## src/rtl/mem_bus_arbiter.sv

```systemverilog
// Round-robin arbiter sharing one memory bus between instruction fetch and data access,
// with registered bus outputs, per-requester read-data registers and a grant watchdog.
module mem_bus_arbiter #(
  parameter int unsigned ADDR_WIDTH = 32,
  parameter int unsigned DATA_WIDTH = 32,
  parameter int unsigned TIMEOUT    = 16
) (
  input  logic                  clk,
  input  logic                  reset,
  input  logic                  if_req,
  input  logic [ADDR_WIDTH-1:0] if_addr,
  output logic [DATA_WIDTH-1:0] if_rdata,
  output logic                  if_ack,
  input  logic                  d_req,
  input  logic                  d_we,
  input  logic [ADDR_WIDTH-1:0] d_addr,
  input  logic [DATA_WIDTH-1:0] d_wdata,
  output logic [DATA_WIDTH-1:0] d_rdata,
  output logic                  d_ack,
  output logic                  bus_err,
  output logic                  mem_req,
  output logic                  mem_we,
  output logic [ADDR_WIDTH-1:0] mem_addr,
  output logic [DATA_WIDTH-1:0] mem_wdata,
  input  logic [DATA_WIDTH-1:0] mem_rdata,
  input  logic                  mem_ready
);

  localparam int unsigned CNT_W = $clog2(TIMEOUT + 1);
  localparam logic [CNT_W-1:0] CNT_LAST = CNT_W'(TIMEOUT - 1);
  localparam logic LG_IF = 1'b0;
  localparam logic LG_D  = 1'b1;

  typedef enum logic [1:0] {IDLE, GNT_IF, GNT_D, DONE} state_t;

  state_t                state_q, state_d;
  logic                  last_grant_q, last_grant_d;
  logic [CNT_W-1:0]      cnt_q, cnt_d;
  logic                  mem_req_q, mem_req_d;
  logic                  mem_we_q, mem_we_d;
  logic [ADDR_WIDTH-1:0] mem_addr_q, mem_addr_d;
  logic [DATA_WIDTH-1:0] mem_wdata_q, mem_wdata_d;
  logic [DATA_WIDTH-1:0] if_rdata_q, if_rdata_d;
  logic [DATA_WIDTH-1:0] d_rdata_q, d_rdata_d;
  logic                  if_ack_q, if_ack_d;
  logic                  d_ack_q, d_ack_d;
  logic                  bus_err_q, bus_err_d;
  logic                  grant_if;

  always_ff @(posedge clk) begin
    if (!reset) begin
      state_q      <= IDLE;
      last_grant_q <= LG_D;
      cnt_q        <= '0;
      mem_req_q    <= 1'b0;
      mem_we_q     <= 1'b0;
      mem_addr_q   <= '0;
      mem_wdata_q  <= '0;
      if_rdata_q   <= '0;
      d_rdata_q    <= '0;
      if_ack_q     <= 1'b0;
      d_ack_q      <= 1'b0;
      bus_err_q    <= 1'b0;
    end else begin
      state_q      <= state_d;
      last_grant_q <= last_grant_d;
      cnt_q        <= cnt_d;
      mem_req_q    <= mem_req_d;
      mem_we_q     <= mem_we_d;
      mem_addr_q   <= mem_addr_d;
      mem_wdata_q  <= mem_wdata_d;
      if_rdata_q   <= if_rdata_d;
      d_rdata_q    <= d_rdata_d;
      if_ack_q     <= if_ack_d;
      d_ack_q      <= d_ack_d;
      bus_err_q    <= bus_err_d;
    end
  end

  always_comb begin
    state_d      = state_q;
    last_grant_d = last_grant_q;
    cnt_d        = cnt_q;
    mem_req_d    = mem_req_q;
    mem_we_d     = mem_we_q;
    mem_addr_d   = mem_addr_q;
    mem_wdata_d  = mem_wdata_q;
    if_rdata_d   = if_rdata_q;
    d_rdata_d    = d_rdata_q;
    if_ack_d     = 1'b0;
    d_ack_d      = 1'b0;
    bus_err_d    = 1'b0;
    grant_if     = if_req && (!d_req || (last_grant_q == LG_D));

    unique case (state_q)
      IDLE: begin
        cnt_d = '0;
        if (if_req || d_req) begin
          mem_req_d = 1'b1;
          if (grant_if) begin
            state_d      = GNT_IF;
            last_grant_d = LG_IF;
            mem_addr_d   = if_addr;
            mem_we_d     = 1'b0;
          end else begin
            state_d      = GNT_D;
            last_grant_d = LG_D;
            mem_addr_d   = d_addr;
            mem_we_d     = d_we;
            mem_wdata_d  = d_wdata;
          end
        end
      end
      GNT_IF, GNT_D: begin
        // Completion beats the watchdog when both land on the same cycle
        if (mem_ready) begin
          state_d   = DONE;
          mem_req_d = 1'b0;
          if (state_q == GNT_IF) begin
            if_ack_d   = 1'b1;
            if_rdata_d = mem_rdata;
          end else begin
            d_ack_d = 1'b1;
            if (!mem_we_q) d_rdata_d = mem_rdata;
          end
        end else if (cnt_q == CNT_LAST) begin
          state_d   = DONE;
          mem_req_d = 1'b0;
          bus_err_d = 1'b1;
          if (state_q == GNT_IF) if_ack_d = 1'b1;
          else                   d_ack_d  = 1'b1;
        end else begin
          cnt_d = cnt_q + CNT_W'(1);
        end
      end
      DONE: begin
        state_d = IDLE;
      end
      default: begin
        state_d   = IDLE;
        mem_req_d = 1'b0;
      end
    endcase
  end

  assign if_rdata  = if_rdata_q;
  assign if_ack    = if_ack_q;
  assign d_rdata   = d_rdata_q;
  assign d_ack     = d_ack_q;
  assign bus_err   = bus_err_q;
  assign mem_req   = mem_req_q;
  assign mem_we    = mem_we_q;
  assign mem_addr  = mem_addr_q;
  assign mem_wdata = mem_wdata_q;

endmodule

```

## config.mk

```make
export PLATFORM = sky130hd
export DESIGN_NAME = mem_bus_arbiter
export DESIGN_NICKNAME = d
export VERILOG_FILES = /design/src/rtl/mem_bus_arbiter.sv
export SDC_FILE = /design/constraint.sdc
export NUM_CORES = 1
export LEC_CHECK = 0
export CORE_MARGIN = 5
export CORE_UTILIZATION = 41
export CTS_CLUSTER_DIAMETER = 100
export DETAILED_ROUTE_END_ITERATION = 8
export PLACE_DENSITY_LB_ADDON = 0.25
export SLEW_MARGIN = 40
export SYNTH_ARGS = -nofsm -noshare
export SYNTH_HDL_FRONTEND = slang
export SYNTH_SLANG_ARGS = --single-unit
```

## constraint.sdc

```tcl
create_clock -name clk -period 2.7 [get_ports clk]
set_clock_uncertainty 0.2 [all_clocks]
set_input_delay 0.27 -clock clk [delete_from_list [all_inputs] [get_ports clk]]
set_output_delay 0.27 -clock clk [all_outputs]
set_load 0.1 [all_outputs]
```

==> results.yml, run 1 <==
synth:
  synth_fa_ha_area_frac: 0.0135
  synthCells: 693
  avgSynthCellArea_sq_um: 8.04
  synth_xor_area_frac: 0
  synth_area_sq_um: 5570
  synth_compound_area_frac: 0.302
  muxShareOfSynthArea: 0.00180
  ys_ff_latch: 141
  yosys.area_share.simple: 0.120
  yosysWarnings: 0
  synth_top_family_by_area: "compound AO/OA/AOI/OAI gates"
  syn_nets: 833
  synth.distinct_cells: 32
  yosysSeqAreaShare: 0.507
sta:
  setup_viol: 0
  report.final.hold_viol_count: 0
  timing.final.ws_setup_ns: 0.444
  fin_crit_sh: 0.836
  rsz0062_at_grt: "false"
  holdWs_ns: 0.214
  worstMarginPinSlew_ns: 0.485
  slew_headroom: 0.677
  period_minus_slack_ns: 2.26
  fmax_ghz: 0.443
  tns_ns: 0
  slew_violations: 0
clocking:
  root_buffer: "clkbuf_16"
  cts.path.max_buffers: 2
  cts_tree: "done"
  clock_sink_count: 141
  cts_max_level: 4
  cts_hold_buf: 0
  postCtsSetupBuffers: 0
  clkTransAtPathRegs_ns: 0.06
  cts_resized: 0
  cts_made_buffers: 17
  clk_latency_ns: 0.41
worst_hold_path:
  hold_class: "in -> reg"
worst_setup_path:
  rrSetupSlack_ns: 0.44
  reg2regPathDepth: 6
  crit_path_start_kind: "flip-flop"
  path_max_fanout: 10
  crit_end: "cnt_q[3]$_SDFFE_PN0P_"
  rr_startpoint: "cnt_q[0]$_SDFFE_PN0P_"
  crit_arrival_ns: 2.39
  cp.required_ns: 2.84
  cp-startpoint: "cnt_q[0]$_SDFFE_PN0P_"
  crit_type: "reg -> reg"
  cp-end-kind: "flip-flop"
  r2r-end: "cnt_q[3]$_SDFFE_PN0P_"
die:
  die_h_um: 127
  coreArea_sq_um: 13300
  io_pins: 267
  die_area_sq_um: 16000
  start_util: 0.419
  rows: 42
  fp.dieW_um: 127
cells_and_area:
  fin_nets: 1067
  n_fill_cell: 1164
  fin_util: 0.647
  layout-drive-gt1-share: 0.198
  area_growth_pct: 54.5
  diodes: 0
  design_area_sq_um: 8610
route:
  drt_iter0_markers: 389
  first_pass_iters: 5
  ant_nets: 0
  routed_wl_um: 18300
  vias_per_cell: 5.25
  route.detailed.drc: 0
  vias: 5856
  routedWlPerCell_um: 16.4
global_route:
  grt_pass1_wl_um: 29100
  grt_pass1_vias: 5777
  grt_antenna_before_repair: 0
  track_usage: 0.222
  grt_max_degree: 100
  overflow: 0
flow_run:
  drv_cap: 0
power:
  ir_drop_mv: 0.816
  cellPowerDensity_nw_per_um2: 1230
  power_leakage_nw: 3.36
place:
  dpl_worst_slack_ns: 0.459
  globalplace.congestion: 0.794
  dpl-instance-area_sq_um: 8020
  portBuffers: 266
  dp_hpwl_um: 12300
outcome:
  status: "finished clean"
[layout by cell type, fill, tap and decap left out, types with 3 or more instances in the layout]
master / instances
clkbuf_16: 17
clkinv_2: 5
ha_1: 6
dfxtp_1: 141
a31oi_1: 32
o211ai_1: 35
inv_1: 6
clkinvlp_4: 3
clkdlybuf4s50_1: 133
o21ai_0: 101
nand2b_1: 3
nor2_1: 5
nand3_1: 3
and2_1: 3
clkbuf_8: 3
a21oi_1: 134
buf_4: 148
nand2_1: 136
[cells by family (layout without fill, tap and decap cells)]
group	count (synthesis)	after routing
AOI/OAI and AO/OA	308	308
adders and majority gates	6	6
buffers and inverters	76	323
DFF	141	141
muxes	1	1
and+or+nand+nor	161	161
[stage by stage]
step                      total power, mW  cells
after floorplan                      7.06    693
after detailed placement             8.36   1084
after global placement               8.34   1084
after CTS                            10.7   1116
after global routing                 11.1   1116
final                                10.6   1116
[per-layer routing]
metal / global-route usage / vias up / routed length (um)
met5: 0 / - / 0
met4: 0.0972 / 0 / 616
met3: 0.0828 / 41 / 1640
met2: 0.361 / 250 / 8650
met1: 0.262 / 2662 / 7400
li1: - / 2903 / -
[cells in the mapped netlist (all sizes together)]
cell,n,area [sq um]
nor2b,1,6.26
or3b,1,8.76
buf,15,81.3
o21ai,102,510
a2bb2oi,1,8.76
dfxtp,141,2820
nand3,3,15.0
or3,2,12.5
a21oi,134,671
nor3b,2,15.0
clkbuf,53,199
a31oi,32,200
nand2,136,510
inv,8,30.0
nand2b,3,18.8
ha,6,75.1
and3,2,12.5
and4b,1,10.0
o221ai,1,8.76
a211oi,1,7.51
and2,3,18.8
o211ai,35,263
nor2,5,18.8
nand4bb,1,11.3
mux2i,1,10.0
nor4bb,1,10.0
o21a,2,15.0
[where the power goes]
| group | switching, mW | leakage, nW | internal (mW) | total [mW] |
|---|---|---|---|---|
| Sequential | 0.243 | 1.15 | 2.54 | 2.78 |
| Combinational | 4.33 | 1.92 | 1.19 | 5.53 |
| Clock | 0.863 | 0.285 | 1.43 | 2.29 |
[critical path, stage by stage (launching register included)]
cell and delay [ns]:
dfxtp_1 0.33, ha_1 0.21, and3_1 0.20, ha_1 0.22, or3b_1 0.51, or3_1 0.38
a21oi_1 0.14
[state kept, by name (all words and copies together), names as in the netlist]
signal,cells
bus_err,1
cnt_q,5
d_ack,1
d_rdata,32
if_ack,1
if_rdata,32
last_grant_q,1
mem_addr,32
mem_req,1
mem_wdata,32
mem_we,1
state_q,2
[cell type report]
class,instances,area [sq um],area share
clock buffers,21,470,0.0547
clock inverters,11,116,0.0135
flip-flops and latches,141,2820,0.328
repair buffers,283,2480,0.288
inverters,8,30.0,0.00349
well taps,176,220,0.0256
multi-input cells,476,2460,0.286
[how the worst min path moves through the flow]
stage / startpoint / end / slack, ns / cells past startpoint
floorplan: mem_rdata[0] / d_rdata[0]$_SDFFE_PN0P_ / 0.21 / 2
global placement: d_rdata[17]$_SDFFE_PN0P_ / d_rdata[17]$_SDFFE_PN0P_ / 0.24 / 2
detailed placement: d_rdata[31]$_SDFFE_PN0P_ / d_rdata[31]$_SDFFE_PN0P_ / 0.25 / 2
CTS: d_addr[18] / mem_addr[18]$_SDFFE_PN0P_ / 0.20 / 3
global route: d_addr[15] / mem_addr[15]$_SDFFE_PN0P_ / 0.21 / 3
finish: d_addr[15] / mem_addr[15]$_SDFFE_PN0P_ / 0.21 / 3
(Power assumes the default switching activity.)
==> run 2: changes to the inputs <==
Settings changed: CORE_UTILIZATION 41 to 37.
Clock period 2.7 ns to 1.9 ns, I/O delays scaled along.
==> run 2 against run 1 <==
The flow now finishes with violations (negative setup slack). Combinational power increased by 52%. Die area increased by 9.9%. Clock-buffer cell count increased by 2. Utilization decreased by 2.2 points. Maximum frequency increased by 17%. Register-to-register slack got worse by 0.48 ns. Sequential power increased by 42%. Sequential share of layout area decreased by 1.9 points. Critical endpoint is now cnt_q[2]$_SDFFE_PN0P_.
==> results.yml, run 2 (synthesized netlist as in run 1, its figures left out) <==
worst_setup_path:
  crit_type: "reg -> reg"
  cp-end-kind: "flip-flop"
  cp_num_buf_inv: 0
  crit_path_frequent_cell: "ha_4"
  cp.required_ns: 2.04
  cpPeakStageDelay_ns: 0.42
  crit_path_start_kind: "flip-flop"
  crit_arrival_ns: 2.08
  path_max_fanout: 8
  cp_top_family: "simple AND/OR/NAND/NOR gates"
  slowest_stage: "or3b_4"
  crit_chain: "ha_4 > and3_4 > ha_4 > or3b_4 > or3_4 > a21oi_2"
cells_and_area:
  fin_util: 0.625
  layout-drive-gt1-share: 0.235
  final_common_cell: "buf_4"
  area_growth_pct: 64.3
  final_cells: 1147
  design_area_sq_um: 9150
  diodes: 0
  most-common-layout-cells: "153 x buf_4, 138 x dfxtp_1, 136 x nand2_1"
  fin_nets: 1090
die:
  coreArea_sq_um: 14600
  start_util: 0.380
  rows: 44
  die_h_um: 133
  fp.dieW_um: 133
  io_pins: 267
  die_area_sq_um: 17600
global_route:
  grt_antenna_before_repair: 0
  grt_pass1_vias: 5720
  grt_pass1_wl_um: 29300
  grt_max_degree: 68
  overflow: 0
  track_usage: 0.202
clocking:
  cts_hold_buf: 0
  cts_made_buffers: 17
  cts_tree: "done"
  root_buffer: "clkbuf_16"
  cts.path.max_buffers: 2
  cts_max_level: 4
  clock_sink_count: 141
  clkTransAtPathRegs_ns: 0.06
  clk_latency_ns: 0.41
route:
  vias_per_cell: 5.11
  first_pass_iters: 5
  ant_nets: 0
  drt_iter0_markers: 338
  vias: 5862
  route.detailed.drc: 0
  routed_wl_um: 18700
  routedWlPerCell_um: 16.3
sta:
  report.final.hold_viol_count: 0
  period_minus_slack_ns: 1.93
  slew_violations: 0
  holdWs_ns: 0.136
  slew_headroom: 0.750
  rsz0062_at_grt: "true"
  worstMarginPinSlew_ns: 0.374
  fmax_ghz: 0.517
  timing.final.ws_setup_ns: -0.0345
  fin_crit_sh: 1.02
  setup_viol: 2
place:
  globalplace.congestion: 0.803
  dpl_worst_slack_ns: -0.152
  portBuffers: 266
  place_inst: 1112
  dp_hpwl_um: 12900
  dpl-instance-area_sq_um: 8400
power:
  p_int_mw: 8.08
  power_leakage_nw: 3.58
  clkPwrFrac: 0.224
  p_seq_frac: 0.249
  p_sw_frac: 0.493
  switchingPower_mw: 7.84
  ir_drop_mv: 1.16
  p_comb_frac: 0.527
  cellPowerDensity_nw_per_um2: 1740
outcome:
  status: "finished with violations"
  violations: "negative setup slack"
worst_hold_path:
  hold_class: "in -> reg"
flow_run:
  drv_cap: 0
-- run 2: layout make-up --
cell class	instances	area, sq um
clock buffers	23	488
clock inverters	9	158
fillers	1315	5490
inverters	8	30.0
multi-input cells	476	2540
flip-flops and latches	141	2830
well taps	184	230
repair buffers	306	2880
-- run 2: final timing paths --
check	startpoint	to	slack (ns)	cells past startpoint
min reg2reg	d_rdata[3]$_SDFFE_PN0P_	d_rdata[3]$_SDFFE_PN0P_	0.25	2
max reg2reg	cnt_q[0]$_SDFFE_PN0P_	cnt_q[2]$_SDFFE_PN0P_	-0.03	6
min	d_addr[1]	mem_addr[1]$_SDFFE_PN0P_	0.14	3
max	cnt_q[0]$_SDFFE_PN0P_	cnt_q[2]$_SDFFE_PN0P_	-0.03	6
-- run 2: worst reg2reg max path, cell delays in order (launching register included) --
cell and delay [ns]:
dfxtp_2 0.33, ha_4 0.16, and3_4 0.15, ha_4 0.15, or3b_4 0.42, or3_4 0.35, a21oi_2 0.11
-- run 2: layer usage --
| layer | up-vias | track usage | share of wire |
|---|---|---|---|
| met3 | 26 | 0.0790 | 0.089 |
| met1 | 2683 | 0.219 | 0.39 |
| met4 | 0 | 0.0739 | 0.019 |
| met5 | - | 0 | 0 |
| met2 | 208 | 0.356 | 0.51 |
| li1 | 2945 | - | - |
-- run 2: metrics by stage --
stage               setup TNS (ns)  total power, mW
floorplan                   -0.152             10.0
global placement            -0.281             12.3
detailed placement          -0.445             12.3
CTS                        -0.0691             15.9
global route                -0.179             16.6
finish                     -0.0603             15.9
-- run 2: repair_timing --
action / in CTS / in global routing
endpoints found under the setup margin: 6 / 25
buffers inserted: 1 / 1
gates resized for setup: 4 / 13
cloned: 0 / 1
endpoints found under the hold margin: 0 / 0
pin swaps: 3 / 3
-- run 2: power groups by stage --
stage	combinational (mW)	sequential (mW)	clock, mW
floorplan	1.69	8.35	0
global placement	8.30	3.99	0
detailed placement	8.31	4.01	0
CTS	8.34	3.97	3.63
global route	8.78	4.05	3.77
finish	8.40	3.96	3.57
